[src/rtl/div_exp_fifo.sv]
// In-order queue of expected divide results; a pop frees space for a push on the same edge.
module div_exp_fifo #(
  parameter int unsigned XLEN  = 64,
  parameter int unsigned DEPTH = 8
) (
  input  logic                     clk,
  input  logic                     rst,
  input  logic                     push_i,
  input  logic [XLEN-1:0]          wdata_i,
  input  logic                     pop_i,
  output logic [XLEN-1:0]          rdata_o,
  output logic                     full_o,
  output logic                     empty_o,
  output logic [$clog2(DEPTH):0]   count_o
);

  localparam int unsigned PTR_W = $clog2(DEPTH);

  logic [XLEN-1:0]  r_mem [DEPTH];
  logic [PTR_W-1:0] r_wr_ptr;
  logic [PTR_W-1:0] r_rd_ptr;
  logic [PTR_W:0]   r_count;
  logic             w_do_pop;
  logic             w_do_push;

  assign empty_o   = (r_count == '0);
  assign full_o    = (r_count == (PTR_W+1)'(DEPTH));
  assign w_do_pop  = pop_i && !empty_o;
  assign w_do_push = push_i && (!full_o || w_do_pop);
  assign rdata_o   = r_mem[r_rd_ptr];
  assign count_o   = r_count;

  always_ff @(posedge clk or posedge rst) begin
    if (rst) begin
      r_wr_ptr <= '0;
      r_rd_ptr <= '0;
      r_count  <= '0;
    end else begin
      if (w_do_push) r_wr_ptr <= r_wr_ptr + 1'b1;
      if (w_do_pop)  r_rd_ptr <= r_rd_ptr + 1'b1;
      case ({w_do_push, w_do_pop})
        2'b10:   r_count <= r_count + 1'b1;
        2'b01:   r_count <= r_count - 1'b1;
        default: r_count <= r_count;
      endcase
    end
  end

  // Storage needs no reset: contents are only observed through a non-zero count.
  always_ff @(posedge clk) begin
    if (w_do_push) r_mem[r_wr_ptr] <= wdata_i;
  end

endmodule

[config.mk]
export PLATFORM = sky130hd
export DESIGN_NAME = div_exp_fifo
export DESIGN_NICKNAME = d
export VERILOG_FILES = /design/src/rtl/div_exp_fifo.sv
export SDC_FILE = /design/constraint.sdc
export NUM_CORES = 1
export LEC_CHECK = 0
export CORE_MARGIN = 8
export CORE_UTILIZATION = 60
export DETAILED_ROUTE_END_ITERATION = 8
export PLACE_DENSITY = 0.81
export SLEW_MARGIN = 20
export SYNTH_ARGS = -nofsm -noshare
export SYNTH_HDL_FRONTEND = slang
export SYNTH_SLANG_ARGS = --single-unit
[constraint.sdc]
create_clock -name clk -period 10.3 [get_ports clk]
set_input_delay 1.545 -clock clk [delete_from_list [all_inputs] [get_ports clk]]
set_output_delay 1.545 -clock clk [all_outputs]
set_load 0.1 [all_outputs]
==> metrics.md <==
| Metric | Value |
|---|---|
| Initial Utilization | `approximately 61%` |
| DRT antenna net count | `0` |
| Residual DRC | `0` |
| First-pass GRT wire length | `approximately 57000 um` |
| Top-Level Pins | `138` |
| Largest stage delay on the critical path | `between 1 and 1.5 ns` |
| HP Class | `reg -> reg` |
| Largest delay contributor family on the critical path | `buffers and inverters` |
| Routed wire length per instance | `about 26 um` |
| Initial antenna violation count | `3` |
| Post-synth net total | `884` |
| Row count | `66` |
| Placer Congestion | `between 0.7 and 0.8` |
| Outcome | `complete, no violations` |
| Slew Limit Headroom | `between 20 and 30%` |
| Gates resized, CTS repair | `0` |
| CP bufs+invs | `2` |
| Total global-route track usage | `19.4%` |
| Crit end category | `output port` |
| Detailed placement HPWL | `a little under 20000 um` |
| CP Class | `reg -> out` |
| Most frequent cells in the layout | `512 x edfxtp_1, 137 x clkdlybuf4s50_1, 128 x mux4_2` |
| Synth warn | `0` |
| CTS Hold Bufs | `0` |
| Most common cell after layout, fill and taps aside | `edfxtp_1` |
| CORE AREA | `about 33000 um2` |
| Worst skew pair latency | `0.55 ns` |
| Worst-Margin Slew | `1.12 ns` |
| Fillers | `about 1900` |
| CP max-delay cell | `dfrtp_4` |
| Synthesis-stage register bit count | `522` |
| Util after Layout | `around 72%` |
| Final Max Tran Viols | `0` |
| Input/output buffers | `137` |
| Hold WS | `approximately 0.53 ns` |
| Seq/Total Area, Yosys | `between 70 and 80%` |
| Chip Height | `about 200 um` |
| Clock Skews | `approximately 0.022 ns` |
| Fraction of layout cells with a size suffix above 1 | `roughly 29%` |
| RSZ-0062 raised after global routing | `false` |
| Setup violators final | `0` |
| TritonRoute pass-1 iters | `5` |
| CTS tree | `yes` |
| Fmax | `174 MHz` |
| Die Area | `~40000 um2` |
| Synthesis-to-finish area growth | `17.3%` |
| CTS sink count | `around 520` |
| Crit path DAT | `~4.2 ns` |
| H-tree levels | `2` |
| Total wire length | `~38000 um` |
| Vias | `between 8000 and 9000` |
| Final Hold Vio Count | `0` |
| Die width | `198 um` |
| Cell breakdown of the critical path | `buf_4 > mux4_2 > mux2_2 > clkdlybuf4s50_1` |
| Crit path required time | `around 9 ns` |
| TNS Setup | `0 ns` |
| Synth unique cells | `30` |
| Nets | `roughly 1000` |
| Post-Syn Instances | `811` |
| GR Overflow Total | `0` |
| Inst Count DP | `roughly 1400` |
| Min cycle time layout | `between 5 and 6 ns` |
| Crit start category | `flip-flop` |
| Largest net degree at the start of global routing | `108` |
| Non-Filler Instances | `around 1500` |
| Root buffer cell | `clkbuf_16` |
| Number of global-route vias before repair | `9430` |
| Clock buffer depth | `3` |
| Via/cell ratio | `between 6 and 7` |
| Crit share post-route | `55.8%` |
| Post-synthesis cell area | `between 15000 and 20000 um2` |
| DR iter-0 viols | `706` |
| Crit Path Max Fanout | `69` |
| Synthesized area per cell | `roughly 25 um2` |
| Clock-pin slew of the registers on the worst-case setup and hold paths | `~0.060 ns` |
| Maxcap violations | `0` |
| Setup bufs post-CTS | `0` |
| Total CTS buffers | `50` |
## worst paths after layout
path / startpoint / to / slack [ns] / cells after the start
worst max register to register: count_o[1]$_DFFE_PP0P_ / r_mem[1][33]$_DFFE_PP_ / 6.90 / 5
worst max-delay path: r_rd_ptr[1]$_DFFE_PP0N_ / rdata_o[40] / 4.55 / 4
min in group asynchronous: rst / r_rd_ptr[1]$_DFFE_PP0N_ / 1.31 / 2
worst min register to register: r_wr_ptr[0]$_DFFE_PP0P_ / r_wr_ptr[0]$_DFFE_PP0P_ / 0.53 / 2
max in group asynchronous: rst / r_rd_ptr[0]$_DFFE_PP0N_ / 8.66 / 2
worst min-delay path: r_wr_ptr[0]$_DFFE_PP0P_ / r_wr_ptr[0]$_DFFE_PP0P_ / 0.53 / 2
## cell type report
| class | count | area [um2] | share of cell area [%] |
|---|---|---|---|
| multi-input cells | 246 | 4050 | 17.4 |
| diodes | 1 | 2.50 | 0.0107 |
| clock inverters | 31 | 249 | 1.07 |
| well taps | 442 | 553 | 2.37 |
| repair buffers | 149 | 1470 | 6.32 |
| clock buffers | 62 | 1340 | 5.73 |
| flip-flops and latches | 522 | 15600 | 67.0 |
| inverters | 6 | 22.5 | 0.0966 |
## cell families after synthesis
family                   synth area share (%)
AND/OR/NAND/NOR                         0.730
XOR/XNOR                                0.264
AO/OA/AOI/OAI                           0.346
multiplexers                             18.4
adder cells (fa/ha/maj)                 0.353
buffers and inverters                    1.30
flip-flops                               78.6
## tightest hold or removal path, cell delays in order, from the launching register on
cell     delay, ns
dfrtp_1       0.38
nand2_1       0.06
nand2_1       0.06
## registers in the layout, indices dropped and copies added (netlist names)
| register | count |
|---|---|
| r_wr_ptr | 3 |
| count_o | 4 |
| r_mem | 512 |
| r_rd_ptr | 3 |
## layer usage
| metal | up-vias | track usage, % | share of wire, % |
|---|---|---|---|
| met4 | 4 | 5.53 | 2.1 |
| met5 | - | 0 | 0.074 |
| met1 | 4635 | 25.7 | 40 |
| met3 | 66 | 3.41 | 6.4 |
| li1 | 3786 | - | - |
| met2 | 287 | 33.2 | 51 |
## synthesized netlist by cell type
cell type / count / share of area (%)
xnor2_1: 4 / 0.18
nand3b_1: 1 / 0.038
nor2_1: 9 / 0.17
o21ai_2: 1 / 0.044
a31oi_4: 1 / 0.11
buf_6: 11 / 0.62
ha_1: 4 / 0.25
nor3_1: 2 / 0.050
mux4_2: 128 / 15
o22ai_2: 1 / 0.063
nand3_1: 2 / 0.050
dfrtp_1: 10 / 1.3
buf_1: 8 / 0.15
or3_1: 2 / 0.063
nand2_1: 9 / 0.17
o21ai_0: 1 / 0.025
mux2i_1: 2 / 0.10
or2_2: 2 / 0.063
nand2b_1: 4 / 0.13
a21oi_1: 1 / 0.025
mux2_2: 67 / 3.8
a211o_1: 1 / 0.044
inv_1: 6 / 0.11
o21a_1: 1 / 0.038
clkbuf_1: 11 / 0.21
buf_4: 2 / 0.076
fa_1: 1 / 0.10
xor2_1: 2 / 0.088
edfxtp_1: 512 / 77
buf_2: 5 / 0.13
## per-stage QoR
stage / area, um2 / setup slack (ns)
6_report: 23300 / 4.55
5_1_grt: 23300 / 4.38
4_1_cts: 23300 / 4.50
3_5_place_dp: 21700 / 5.11
3_3_place_gp: 21700 / 5.11
2_1_floorplan: 19900 / 3.35
Power is not shown: default switching activity piles up to over one toggle a cycle in this logic, so the estimate is an artifact.
